### src/rtl/snn_pkg.sv
// Shared widths and state encoding for the spiking-neuron blocks
// (LIF, STDP and the spike-rate decoder).
package snn_pkg;

    localparam int CNT_W   = 8;
    localparam int CNT_MAX = 255;

    typedef enum logic {
        IDLE = 1'b0,
        RUN  = 1'b1
    } state_t;

endpackage

### src/rtl/sat_counter.sv
// Saturating up-counter with synchronous clear; o_next exposes the value the
// counter would take this cycle without the clear, so callers can use it.
module sat_counter
    import snn_pkg::*;
#(
    parameter int             W   = CNT_W,
    parameter logic [W-1:0]   MAX = W'(CNT_MAX)
) (
    input  logic         clk,
    input  logic         rst_n,
    input  logic         i_clr,
    input  logic         i_inc,
    output logic [W-1:0] o_q,
    output logic [W-1:0] o_next
);

    logic [W-1:0] r_q;

    assign o_next = (i_inc && (r_q != MAX)) ? r_q + W'(1) : r_q;
    assign o_q    = r_q;

    always_ff @(posedge clk or negedge rst_n) begin
        if (!rst_n) begin
            r_q <= '0;
        end else if (i_clr) begin
            r_q <= '0;
        end else begin
            r_q <= o_next;
        end
    end

endmodule

### src/rtl/spike_rate_decoder.sv
// Converts a neuron spike train into per-window spike counts and the latest
// inter-spike interval, presented on a valid/ready result register.
module spike_rate_decoder
    import snn_pkg::*;
#(
    parameter int CNT_W = snn_pkg::CNT_W
) (
    input  logic             clk,
    input  logic             rst_n,
    input  logic             en,
    input  logic             spike_in,
    input  logic [CNT_W-1:0] window_len,
    input  logic             out_ready,
    output logic             out_valid,
    output logic [CNT_W-1:0] rate_count,
    output logic [CNT_W-1:0] last_isi,
    output logic             overrun
);

    state_t           r_state;
    state_t           w_state_next;
    logic             w_first;
    logic [CNT_W-1:0] r_win_cnt;
    logic [CNT_W-1:0] r_win_len;
    logic [CNT_W-1:0] w_len;
    logic             w_win_end;
    logic             w_spike;
    logic             r_seen;
    logic [CNT_W-1:0] r_isi;
    logic [CNT_W-1:0] w_isi_final;
    logic [CNT_W-1:0] w_spk_q;
    logic [CNT_W-1:0] w_spk_next;
    logic [CNT_W-1:0] w_isi_cnt_q;
    logic [CNT_W-1:0] w_isi_cnt_next;
    logic             w_load;
    logic             r_valid;
    logic [CNT_W-1:0] r_rate;
    logic [CNT_W-1:0] r_last_isi;
    logic             r_overrun;

    always_ff @(posedge clk or negedge rst_n) begin
        if (!rst_n) begin
            r_state <= IDLE;
        end else begin
            r_state <= w_state_next;
        end
    end

    always_comb begin
        w_state_next = r_state;
        w_first      = 1'b0;
        case (r_state)
            IDLE: begin
                if (en) begin
                    w_state_next = RUN;
                    w_first      = 1'b1;
                end
            end
            RUN: begin
                if (!en) begin
                    w_state_next = IDLE;
                end
            end
            default: w_state_next = IDLE;
        endcase
    end

    // The first window's length is not registered yet on its cycle 0.
    assign w_len     = w_first ? window_len : r_win_len;
    assign w_win_end = en && (r_win_cnt == w_len);
    assign w_spike   = en && spike_in;

    always_ff @(posedge clk or negedge rst_n) begin
        if (!rst_n) begin
            r_win_cnt <= '0;
            r_win_len <= '0;
        end else begin
            if (!en || w_win_end) begin
                r_win_cnt <= '0;
            end else begin
                r_win_cnt <= r_win_cnt + CNT_W'(1);
            end
            if (w_first || w_win_end) begin
                r_win_len <= window_len;
            end
        end
    end

    sat_counter #(.W(CNT_W)) u_spk_cnt (
        .clk    (clk),
        .rst_n  (rst_n),
        .i_clr  (!en || w_win_end),
        .i_inc  (w_spike),
        .o_q    (w_spk_q),
        .o_next (w_spk_next)
    );

    sat_counter #(.W(CNT_W)) u_isi_cnt (
        .clk    (clk),
        .rst_n  (rst_n),
        .i_clr  (!en || w_spike),
        .i_inc  (en),
        .o_q    (w_isi_cnt_q),
        .o_next (w_isi_cnt_next)
    );

    assign w_isi_final = (w_spike && r_seen) ? w_isi_cnt_next : r_isi;

    always_ff @(posedge clk or negedge rst_n) begin
        if (!rst_n) begin
            r_seen <= 1'b0;
            r_isi  <= '0;
        end else if (!en) begin
            r_seen <= 1'b0;
            r_isi  <= '0;
        end else if (w_spike) begin
            r_seen <= 1'b1;
            r_isi  <= w_isi_final;
        end
    end

    // A full register may still take a new result if it drains this cycle.
    assign w_load = w_win_end && (!r_valid || out_ready);

    always_ff @(posedge clk or negedge rst_n) begin
        if (!rst_n) begin
            r_valid    <= 1'b0;
            r_rate     <= '0;
            r_last_isi <= '0;
            r_overrun  <= 1'b0;
        end else begin
            if (w_load) begin
                r_valid    <= 1'b1;
                r_rate     <= w_spk_next;
                r_last_isi <= w_isi_final;
            end else if (r_valid && out_ready) begin
                r_valid <= 1'b0;
            end
            if (!en) begin
                r_overrun <= 1'b0;
            end else if (w_win_end && !w_load) begin
                r_overrun <= 1'b1;
            end
        end
    end

    assign out_valid  = r_valid;
    assign rate_count = r_rate;
    assign last_isi   = r_last_isi;
    assign overrun    = r_overrun;

endmodule

### config.mk
export PLATFORM = sky130hd
export DESIGN_NAME = spike_rate_decoder
export DESIGN_NICKNAME = d
export VERILOG_FILES = /design/src/rtl/snn_pkg.sv /design/src/rtl/sat_counter.sv /design/src/rtl/spike_rate_decoder.sv
export SDC_FILE = /design/constraint.sdc
export NUM_CORES = 1
export LEC_CHECK = 0
export ABC_AREA = 1
export BUFFER_PORTS_ARGS = -buffer_cell sky130_fd_sc_hd__buf_2
export CORE_MARGIN = 1
export CORE_UTILIZATION = 35
export DETAILED_ROUTE_END_ITERATION = 7
export GPL_ROUTABILITY_DRIVEN = 0
export PLACE_DENSITY = 0.48
export SETUP_SLACK_MARGIN = 0.15
export SYNTH_ARGS = -nofsm -noshare
export SYNTH_HDL_FRONTEND = slang
export SYNTH_SLANG_ARGS = --single-unit
### constraint.sdc
create_clock -name clk -period 2 [get_ports clk]
set_input_delay 0.2 -clock clk [delete_from_list [all_inputs] [get_ports clk]]
set_output_delay 0.2 -clock clk [all_outputs]
set_load 0.02 [all_outputs]
* After elaboration in Yosys (flattened, before gate mapping)
Index checks and enable logic that the tools add are counted.
Operators by class: add/sub/neg operators 3, multiplexer cells 17, eq/ne operators 5, reduce and logical (&&, ||, !) cells 16
Operators by type and width (count):
- $mux 8 | 9
- $add 8x1->8 const B | 3
- $ne 8x8->1 const B | 2
- $eq 8x8->1 | 1
- $logic_and 1x1->1 | 8
- $mux 1 | 8
- $logic_or 1x1->1 | 4
- $ne 2x1->1 const B | 2
- $logic_not 1->1 | 3
- $reduce_bool 2->1 | 1
Word-level totals: output and inout bits 18, word-level logic and storage cells 52, bits in registers 60, input bits 13

* Logic depth before layout (Yosys ltp)
Gate-level depths: netlist of the first run.
depth after elaboration 10, depth in mapped cells 13, mapped depth without buffers 12

* By module
From an unflattened synthesis of the first run, not the netlist that was laid out.
Unflattened totals: cells, all modules 480, area total of the unflattened synthesis 3554.7 um^2
By module, submodules not included:
- spike_rate_decoder | sequential area each 1101.1 um^2, area each 2448.6 um^2, times used 1, cells an instance 314
- sat_counter | sequential area each 200.2 um^2, area each 553.0 um^2, times used 2, cells an instance 83

* Worst setup path after synthesis of the first run
No wires, ideal clock.
path type register -> register, start point register r_state, end point register r_last_isi[6], in the netlist last_isi[6], slack 346 ps, arrival time 1534 ps, library setup time 120 ps, path buffers 2, clock period less this slack 1654 ps, required time 1880 ps, stages on the path, launching flop included 13, cells stage by stage dfrtp_1 -> inv_1 -> nand2_2 -> buf_2 -> nand2_1 -> nand3_1 -> nand2_1 -> nand2_1 -> nor2_2 -> nand4_4 -> buf_2 -> nand2_1 -> nand2_1
On the way: longest elaborated chain between the ends 5
RTL lines:
- from (decl) | RTL line spike_rate_decoder.sv:20 | state_t r_state;
- from (signal assigned) | RTL line spike_rate_decoder.sv:45 | r_state <= w_state_next;
- $mux 1 | RTL line spike_rate_decoder.sv:52 | case (r_state)
- $mux 8 | RTL line spike_rate_decoder.sv:69 | assign w_len = w_first ? window_len : r_win_len;
- $eq 8x8->1 | RTL line spike_rate_decoder.sv:70 | assign w_win_end = en && (r_win_cnt == w_len);
- $logic_and 1x1->1 | RTL line spike_rate_decoder.sv:70
- $logic_and 1x1->1 | RTL line spike_rate_decoder.sv:123 | assign w_load = w_win_end && (!r_valid || out_ready);
- to (signal assigned) | RTL line spike_rate_decoder.sv:135 | r_last_isi <= w_isi_final;
- to (decl) | RTL line spike_rate_decoder.sv:38 | logic [CNT_W-1:0] r_last_isi;
Every way passes these cells. A chain may end at the register's enable or synchronous reset.

* Final worst setup path of the first run
start point register r_state, end point register r_rate[6], in the netlist rate_count[6]
On the way: longest elaborated chain between the ends 5
RTL lines:
- $mux 1 | RTL line spike_rate_decoder.sv:52
- $mux 8 | RTL line spike_rate_decoder.sv:69
- $eq 8x8->1 | RTL line spike_rate_decoder.sv:70
- $logic_and 1x1->1 | RTL line spike_rate_decoder.sv:70
- $logic_and 1x1->1 | RTL line spike_rate_decoder.sv:123
- to (signal assigned) | RTL line spike_rate_decoder.sv:134 | r_rate <= w_spk_next;
- to (decl) | RTL line spike_rate_decoder.sv:37 | logic [CNT_W-1:0] r_rate;
Every way passes these cells.

==> impl_metrics.py, run 1 <==
metrics = {
    "clocking": {
        "cts_max_level": 3,
        "clk_pin_slew_worst_paths_ns": 0.07,
        "root_buffer": "clkbuf_8",
        "clock-sinks": 60,
        "clock_latency_ns": 0.35,
        "cts_tree": "built",
        "cts_inserted_buffers": 9,
        "cts_buffer_depth": 2,
    },
    "synthesis": {
        "seq_area_frac_synth": 0.4549,
        "synthAdderAreaFrac": 0.01137,
        "synth_area_per_cell_sq_um": 7.270,
        "yosys.cell_count.top_type": "nand2_1",
        "yosys-top-cells-area": "dfrtp_1 (45%), nand2_1 (19%), nand3_1 (9.2%)",
        "yosysUniqueCellTypes": 23,
        "yosysWarnings": 0,
        "synth-simple-area-share": 0.3920,
        "synth_top_area_frac": 0.4549,
        "synth_xor_area_frac": 0.02388,
        "synth_top_family_by_area": "simple AND/OR/NAND/NOR gates",
        "synth-main-ff-cell": "dfrtp_1",
        "synthArstFlopShare": 1.000,
        "synth_compound_area_frac": 0.03412,
        "ys_top_cells_by_count": "nand2_1 (168), nand3_1 (61), dfrtp_1 (60), inv_1 (54), nor2_1 (28)",
        "synth_largest_area_cell": "dfrtp_1",
        "ys_ff_latch": 60,
        "synthMuxAreaShare": 0,
        "synth_edf_count": 0,
        "synth_nets": 470,
        "synth_area_sq_mm": 0.003301,
        "netlist_instances": 454,
    },
    "grt": {
        "overflow": 0,
        "antenna_found_initial": 0,
        "grt_max_degree": 26,
        "track_usage": 0.1777,
        "grt_pass1_vias": 2825,
        "grt_pass1_wl_mm": 13.54,
    },
    "placement": {
        "dp_hpwl_mm": 5.854,
        "port_buffers": 30,
    },
    "setup_path": {
        "max_stage_delay_ns": 0.38,
        "worstSetupPathType": "reg -> reg",
        "path_delay_family": "simple AND/OR/NAND/NOR gates",
        "worst_path_max_delay_cell": "dfrtp_1",
        "cp.arrival_ns": 2.07,
        "crit_buf_inv": 4,
        "crit_start": "r_state$_DFF_PN0_",
        "critPathRequiredTime_ns": 2.29,
        "crit_path_start_kind": "flop",
        "cp-end-kind": "flop",
        "crit_chain": "inv_2, buf_6, buf_12, nand3_1, nand3_1, nand2_1, nor2_2, nand2_2, nor2_4, buf_12, nand4_1, nand2_1",
        "r2r_start": "r_state$_DFF_PN0_",
        "crit_fanout": 16,
    },
    "layout": {
        "nNetsFinal": 521,
        "fillers": 964,
        "drive_gt1_frac": 0.1706,
        "utilization": 0.4441,
        "diodes": 0,
        "syn_to_final_growth_pct": 23.73,
    },
    "timing": {
        "skew_ns": 0.007721,
        "slew_violations": 0,
        "max_freq_ghz": 0.5620,
        "setup_viol": 0,
        "maxSlewHeadroom": 0.5792,
        "period_minus_slack_ns": 1.779,
        "hold_ws_ns": 0.07694,
        "finalCritPeriodShare": 0.8897,
        "finalHoldViolCount": 0,
        "fin_tns_setup_ns": 0,
        "tightest_slew_ns": 0.6312,
        "rsz0062_at_grt": "yes",
    },
    "floorplanning": {
        "num_rows": 35,
        "initial_core_util": 0.3589,
        "core_area_sq_mm": 0.009196,
        "die-height_um": 99.11,
        "die_area_sq_mm": 0.009823,
        "die_w_um": 99.11,
        "top_level_ports": 31,
    },
    "power_and_ir_drop": {
        "power_switching_share": 0.2541,
        "pwr-share-clk": 0.457,
        "power_density_mw_per_mm2": 783.8,
        "seq_power_share": 0.407,
        "power.switching_mw": 0.8133,
        "p_leak_nw": 2.162,
        "peakVddDrop_v": 0.0003008,
        "share_comb_of_total_power": 0.136,
        "p_int_mw": 2.388,
    },
    "route": {
        "drt_iter0_markers": 81,
        "ant_nets": 0,
        "first_pass_iters": 4,
        "wire_per_inst_um": 13.45,
        "drc": 0,
        "post_drt_via_cell_ratio": 4.890,
        "vias": 3037,
        "routed_wl_mm": 8.351,
    },
    "min_path": {
        "worstHoldStart": "window_len[5]",
        "hp-class": "in -> reg",
    },
    "outcome": {
        "outcome": "completed",
    },
    "run": {
        "maxCapViolCount": 0,
    },
}
power groups by stage:
stage                     clock network (mW)  logic [mW]  registers (mW)
after floorplan                            0       0.238            1.33
after global placement                     0       0.367            1.32
after detailed placement                   0       0.370            1.33
after CTS                               1.50       0.385            1.30
after global routing                    1.55       0.494            1.31
final                                   1.46       0.435            1.30
state kept, by name, summed over array words and instances (netlist names):
name / count
u_spk_cnt.o_q: 8
r_win_len: 8
u_isi_cnt.o_q: 8
r_isi: 8
rate_count: 8
overrun: 1
out_valid: 1
r_win_cnt: 8
last_isi: 8
r_state: 1
r_seen: 1
stage by stage:
step | instance area, sq um | setup slack, ns | power [mW] | instances
floorplan | 3301 | 0.3460 | 1.566 | 454
global placement | 3618 | 0.1150 | 1.692 | 594
detailed placement | 3618 | 0.06984 | 1.696 | 594
CTS | 3953 | 0.1562 | 3.186 | 614
global route | 4084 | 0.08559 | 3.353 | 621
finish | 4084 | 0.2206 | 3.201 | 621
routing by layer:
metal	vias to the layer above	track usage	routed length, um
met5	-	0	0
met4	0	0.07919	140
met3	11	0.03373	282
met2	49	0.2899	3985
met1	1423	0.2306	3942
li1	1554	-	-
cell usage in the layout (no fill, tap or decap), types with 11 or more instances in the layout:
cell type  count
a21oi_1       15
buf_2         30
buf_4         11
clkbuf_8      13
dfrtp_1       60
inv_1         53
nand2_1      161
nand3_1       60
nand4_1       19
nor2_1        26
worst reg2reg max path: cells and delay by family (launching register included):
| kind | cells | cell delay (ns) |
|---|---|---|
| DFF | 1 | 0.38 |
| and+or+nand+nor | 8 | 0.81 |
| buffers and inverters | 4 | 0.53 |
cell families after synthesis:
family                     after synthesis
adders and majority gates                3
and+or+nand+nor                        295
xor gates and xnor gates                 9
DFF                                     60
AOI/OAI and AO/OA                       20
buffers and inverters                   67
what timing repair did:
item,4_1_cts,5_1_grt
pin swaps,2,11
setup buffers,3,4
cloned,0,3
hold buffers,1,0
setup endpoints to repair,41,42
resized for setup,2,19
endpoints found under the hold margin,22,0
area by class of cell:
cell class	count	area, sq um	share of cell area
Clock inverter	3	90.09	0.02206
Clock buffer	13	178.9	0.04381
Tap cell	111	138.9	0.03401
Sequential cell	60	1501	0.3676
Timing Repair Buffer	51	379.1	0.09283
Multi-Input combinational cell	329	1593	0.3900
Inverter	54	202.7	0.04963
path summary, 6_finish.rpt:
check                      slack (ns)                    endpoint  depth (start not counted)
max                              0.22   rate_count[6]$_DFFE_PN0P_                         12
min                              0.08    r_win_len[5]$_DFFE_PN0P_                          3
max reg2reg                      0.22   rate_count[6]$_DFFE_PN0P_                         12
min reg2reg                      0.48   rate_count[6]$_DFFE_PN0P_                          2
max in group asynchronous        0.96    r_win_len[2]$_DFFE_PN0P_                          3
min in group asynchronous        0.40  u_isi_cnt.o_q[5]$_DFF_PN0_                          2
Power figures use the tool's default switching activity.
==> run 2: changes to the inputs <==
--- a/config.mk
+++ b/config.mk
@@ -6,12 +6,12 @@
 export NUM_CORES = 1
 export LEC_CHECK = 0
 export ABC_AREA = 1
-export BUFFER_PORTS_ARGS = -buffer_cell sky130_fd_sc_hd__buf_2
 export CORE_MARGIN = 1
 export CORE_UTILIZATION = 35
 export DETAILED_ROUTE_END_ITERATION = 7
+export DONT_BUFFER_PORTS = 1
 export GPL_ROUTABILITY_DRIVEN = 0
-export PLACE_DENSITY = 0.48
+export PLACE_DENSITY = 0.45
 export SETUP_SLACK_MARGIN = 0.15
 export SYNTH_ARGS = -nofsm -noshare
 export SYNTH_HDL_FRONTEND = slang
==> impl_metrics.py, run 2 (synthesis gave the netlist of run 1 again) <==
metrics = {
    "timing": {
        "fin_tns_setup_ns": 0,
        "max_freq_ghz": 0.5601,
        "setup_viol": 0,
        "tightest_slew_ns": 0.3775,
        "setup_ws_ns": 0.2147,
        "rsz0062_at_grt": "no",
        "finalHoldViolCount": 0,
        "slew_violations": 0,
        "finalCritPeriodShare": 0.8926,
        "period_minus_slack_ns": 1.785,
        "maxSlewHeadroom": 0.7464,
        "skew_ns": 0.006734,
    },
    "setup_path": {
        "cp.arrival_ns": 2.02,
        "crit_fanout": 8,
        "cp-end-kind": "flop",
        "worstSetupPathType": "reg -> reg",
        "critPathRequiredTime_ns": 2.24,
        "crit_path_start_kind": "flop",
    },
    "clocking": {
        "clk_pin_slew_worst_paths_ns": 0.07,
        "clock-sinks": 60,
        "cts_inserted_buffers": 9,
        "clock_latency_ns": 0.34,
        "cts_tree": "built",
        "cts_max_level": 3,
        "cts_buffer_depth": 2,
        "root_buffer": "clkbuf_8",
    },
    "layout": {
        "fillers": 940,
        "layout_common_cells": "nand2_1 (153), dfrtp_1 (60), nand3_1 (59)",
        "syn_to_final_growth_pct": 24.15,
        "drive_gt1_frac": 0.1336,
        "multi_input_area_sq_mm": 0.001628,
        "final_cells": 605,
        "regArea_sq_mm": 0.001501,
        "nNetsFinal": 505,
        "diodes": 0,
        "mostFrequentLayoutCell": "nand2_1",
    },
    "placement": {
        "dp_hpwl_mm": 5.573,
        "port_buffers": 0,
        "placedCellCount": 563,
        "post-place-ws_ns": 0.1327,
    },
    "floorplanning": {
        "die_area_sq_mm": 0.009823,
        "num_rows": 35,
        "die_w_um": 99.11,
        "initial_core_util": 0.3589,
        "top_level_ports": 31,
        "die-height_um": 99.11,
        "core_area_sq_mm": 0.009196,
    },
    "grt": {
        "track_usage": 0.1933,
        "grt_max_degree": 61,
        "grt_pass1_vias": 2800,
        "grt_pass1_wl_mm": 14.48,
        "overflow": 0,
        "antenna_found_initial": 0,
    },
    "power_and_ir_drop": {
        "power_density_mw_per_mm2": 729.2,
        "p_leak_nw": 2.066,
        "peakVddDrop_v": 0.0002975,
    },
    "route": {
        "first_pass_iters": 4,
        "wire_per_inst_um": 14.92,
        "post_drt_via_cell_ratio": 4.944,
        "drt_iter0_markers": 91,
        "ant_nets": 0,
        "routed_wl_mm": 9.027,
        "vias": 2991,
        "drc": 0,
    },
    "min_path": {
        "hp-class": "in -> reg",
    },
    "run": {
        "maxCapViolCount": 0,
    },
    "outcome": {
        "outcome": "completed",
    },
}
[run 2: cell types whose count changed in the layout (fill, tap and decap cells not counted), sizes merged]
cell         previous run  this run
clkinv                  0         4
dlygate4sd3             1        15
nand2                 171       170
buf                    50        20
bufinv                  3         2
clkbuf                 13        10
clkinvlp                0         1
[run 2: cell type report]
type / count / area share
sequential: 60 / 0.3664
inverter: 54 / 0.04947
timing repair buffer: 36 / 0.1005
clock buffer: 9 / 0.03023
clock inverter: 7 / 0.02229
tap: 111 / 0.03389
multi-input combinational: 328 / 0.3973
[run 2: where the power goes]
part / switching (mW) / internal [mW] / total (mW)
Combinational: 0.257 / 0.180 / 0.436
Sequential: 0.0546 / 1.26 / 1.32
Clock: 0.537 / 0.697 / 1.23
Total: 0.848 / 2.14 / 2.99
[run 2: per-stage QoR]
step	utilization	hold slack (ns)	instance area [sq um]	power [mW]
after floorplan	-	-0.09559	3301	1.566
after global placement	0.3763	-0.09410	3461	1.627
after detailed placement	0.3763	-0.09390	3461	1.627
after CTS	0.4193	0.001323	3856	2.936
after global routing	0.4456	0.01059	4098	3.133
final	0.4456	0.02255	4098	2.988
[run 2: critical path, stage by stage (launching register included)]
cell       delay (ns)
dfrtp_1          0.37
inv_2            0.09
nand2_4          0.08
clkbuf_16        0.16
nand2_1          0.07
nand3_1          0.08
nand2_1          0.09
nand2_2          0.06
nor2_4           0.19
buf_12           0.14
nand4_4          0.18
nand2_1          0.12
nand2_1          0.05
[run 2: metal layers]
layer	part of all wire	up-vias	track usage
li1	-	1526	-
met1	0.48	1397	0.2609
met2	0.46	51	0.3039
met3	0.030	17	0.03935
met4	0.023	0	0.08032
met5	0	-	0
[run 2: repair_timing]
action                                 in CTS  in global routing
endpoints found under the hold margin      74                  0
pin swaps                                   0                 12
resized for setup                           1                 30
gates cloned                                0                  3
buffers inserted                            0                  7
setup endpoints to repair                   1                 39
hold buffers                               16                  0
[run 2: worst paths after layout]
path | start | to | slack [ns] | cells after the start
max reg2reg | r_state$_DFF_PN0_ | last_isi[0]$_DFFE_PN0P_ | 0.21 | 12
max | r_state$_DFF_PN0_ | last_isi[0]$_DFFE_PN0P_ | 0.21 | 12
min | en | last_isi[1]$_DFFE_PN0P_ | 0.02 | 2
min reg2reg | r_win_len[0]$_DFFE_PN0P_ | r_win_len[0]$_DFFE_PN0P_ | 0.51 | 2
min in group asynchronous | rst_n | r_isi[7]$_DFFE_PN0N_ | 0.40 | 2
max in group asynchronous | rst_n | r_win_cnt[6]$_DFF_PN0_ | 1.36 | 2
==> run 3: changes to the inputs <==
--- a/config.mk
+++ b/config.mk
@@ -7,11 +7,12 @@
 export LEC_CHECK = 0
 export ABC_AREA = 1
 export CORE_MARGIN = 1
-export CORE_UTILIZATION = 35
+export CORE_UTILIZATION = 63
 export DETAILED_ROUTE_END_ITERATION = 7
 export DONT_BUFFER_PORTS = 1
 export GPL_ROUTABILITY_DRIVEN = 0
-export PLACE_DENSITY = 0.45
+export HOLD_SLACK_MARGIN = 0.03
+export PLACE_DENSITY = 0.75
 export SETUP_SLACK_MARGIN = 0.15
 export SYNTH_ARGS = -nofsm -noshare
 export SYNTH_HDL_FRONTEND = slang
==> impl_metrics.py, run 3 (synthesis gave the netlist of run 1 again) <==
metrics = {
    "timing": {
        "setup_ws_ns": 0.1635,
        "tightest_slew_ns": 0.3725,
        "slew_violations": 0,
        "hold_ws_ns": -0.1056,
        "finalHoldViolCount": 1,
        "setup_viol": 0,
        "finalCritPeriodShare": 0.9183,
        "skew_ns": 0.007431,
        "period_minus_slack_ns": 1.837,
        "max_freq_ghz": 0.5445,
        "fin_tns_setup_ns": 0,
        "rsz0062_at_grt": "no",
        "maxSlewHeadroom": 0.7514,
    },
    "power_and_ir_drop": {
        "p_leak_nw": 1.955,
        "peakVddDrop_v": 0.0005137,
        "power_density_mw_per_mm2": 727.8,
    },
    "floorplanning": {
        "initial_core_util": 0.6764,
        "die_w_um": 74.38,
        "die_area_sq_mm": 0.005532,
        "die-height_um": 74.38,
        "top_level_ports": 31,
        "num_rows": 25,
        "core_area_sq_mm": 0.004880,
    },
    "run": {
        "maxCapViolCount": 0,
    },
    "setup_path": {
        "max_stage_delay_ns": 0.37,
        "worst_path_max_delay_cell": "dfrtp_1",
        "crit_path_start_kind": "flop",
        "critPathRequiredTime_ns": 2.24,
        "cp-end-kind": "flop",
        "worstSetupPathType": "reg -> reg",
        "crit_chain": "ha_2, nand2_1, nor2_2, nand4_1, nand2_4, inv_2, nand2_1, nand2_1, nand4_1, nand2_1",
        "crit_top_cell": "nand2_1",
        "crit_fanout": 8,
        "cp.arrival_ns": 2.08,
    },
    "grt": {
        "grt_util_met3": 0.04878,
        "track_usage": 0.2953,
        "busiest_layer": "met2",
        "grt_max_degree": 61,
        "grt_pass1_vias": 2721,
        "met2_usage": 0.4825,
        "met1_usage": 0.3889,
        "antenna_found_initial": 0,
        "overflow": 0,
        "grt_pass1_wl_mm": 12.32,
    },
    "route": {
        "wire_per_inst_um": 14.50,
        "drc": 0,
        "routed_wl_mm": 7.918,
        "first_pass_iters": 5,
        "drt_iter0_markers": 197,
        "vias": 3043,
        "post_drt_via_cell_ratio": 5.573,
        "ant_nets": 0,
    },
    "placement": {
        "port_buffers": 0,
        "dp_hpwl_mm": 4.999,
        "post-place-ws_ns": 0.07501,
        "place_area_sq_mm": 0.003356,
    },
    "clocking": {
        "cts_max_level": 3,
        "cts_inserted_buffers": 9,
        "cts_buffer_depth": 2,
        "cts_tree": "built",
        "clock_latency_ns": 0.35,
        "clk_pin_slew_worst_paths_ns": 0.07,
        "root_buffer": "clkbuf_8",
        "clock-sinks": 60,
        "hold_buffers": 11,
    },
    "outcome": {
        "violations": "hold timing",
        "outcome": "complete, but fails checks",
    },
    "layout": {
        "layout_common_cells": "nand2_1 (164), nand3_1 (60), dfrtp_1 (60)",
        "syn_to_final_growth_pct": 16.49,
        "drive_gt1_frac": 0.09603,
        "mostFrequentLayoutCell": "nand2_1",
        "final_area_sq_mm": 0.003845,
        "diodes": 0,
        "nNetsFinal": 490,
    },
    "min_path": {
        "hp-class": "in -> reg",
    },
}
run 3: layout make-up:
cell class	instances	area (sq um)
clock inverters	7	75.07
inverters	54	205.2
clock buffers	9	123.9
multi-input cells	329	1619
fillers	363	1035
flip-flops and latches	60	1501
repair buffers	20	236.5
well taps	67	83.83
run 3: where the power goes:
| group | leakage [nW] | internal (mW) | total [mW] | switching [mW] |
|---|---|---|---|---|
| clock | 0.0918 | 0.578 | 1.10 | 0.525 |
| combinational | 1.05 | 0.139 | 0.376 | 0.237 |
| sequential | 0.816 | 1.26 | 1.32 | 0.0552 |
run 3: what timing repair did:
item	4_1_cts	5_1_grt
pin swaps	0	11
endpoints found under the setup margin	41	41
resized for setup	1	19
buffers inserted	0	3
gates cloned	0	2
endpoints found under the hold margin	86	16
run 3: through the flow:
stage | hold WS, ns | power (mW) | instances | util
after floorplan | -0.09559 | 1.566 | 454 | -
after global placement | -0.09455 | 1.602 | 514 | 0.6877
after detailed placement | -0.09441 | 1.612 | 514 | 0.6877
after CTS | -0.1193 | 2.748 | 541 | 0.7556
after global routing | -0.1115 | 2.908 | 546 | 0.7879
final | -0.1056 | 2.798 | 546 | 0.7879
run 3: final timing paths:
| check | from | end | slack [ns] | depth (start not counted) |
|---|---|---|---|---|
| max | u_spk_cnt.o_q[0]$_DFF_PN0_ | rate_count[2]$_DFFE_PN0P_ | 0.16 | 10 |
| min | en | r_state$_DFF_PN0_ | -0.11 | 0 |
| max reg2reg | u_spk_cnt.o_q[0]$_DFF_PN0_ | rate_count[2]$_DFFE_PN0P_ | 0.16 | 10 |
| min reg2reg | r_win_cnt[0]$_DFF_PN0_ | r_win_cnt[0]$_DFF_PN0_ | 0.52 | 1 |
| max in group asynchronous | rst_n | r_win_cnt[1]$_DFF_PN0_ | 1.34 | 2 |
| min in group asynchronous | rst_n | last_isi[2]$_DFFE_PN0P_ | 0.41 | 2 |
run 3: layer usage:
| metal | share of wire | routed length [um] | up-vias |
|---|---|---|---|
| met5 | 0 | 0 | - |
| met4 | 0.019 | 147 | 0 |
| met3 | 0.045 | 353 | 14 |
| met2 | 0.51 | 4006 | 78 |
| met1 | 0.43 | 3410 | 1450 |
| li1 | - | - | 1501 |
run 3: worst max-delay path: cells and delay by family (launching register included):
| family | cells | cell delay [ns] |
|---|---|---|
| flops | 1 | 0.37 |
| buf+inv | 1 | 0.08 |
| simple gates | 8 | 1.06 |
| fa+ha+maj | 1 | 0.21 |
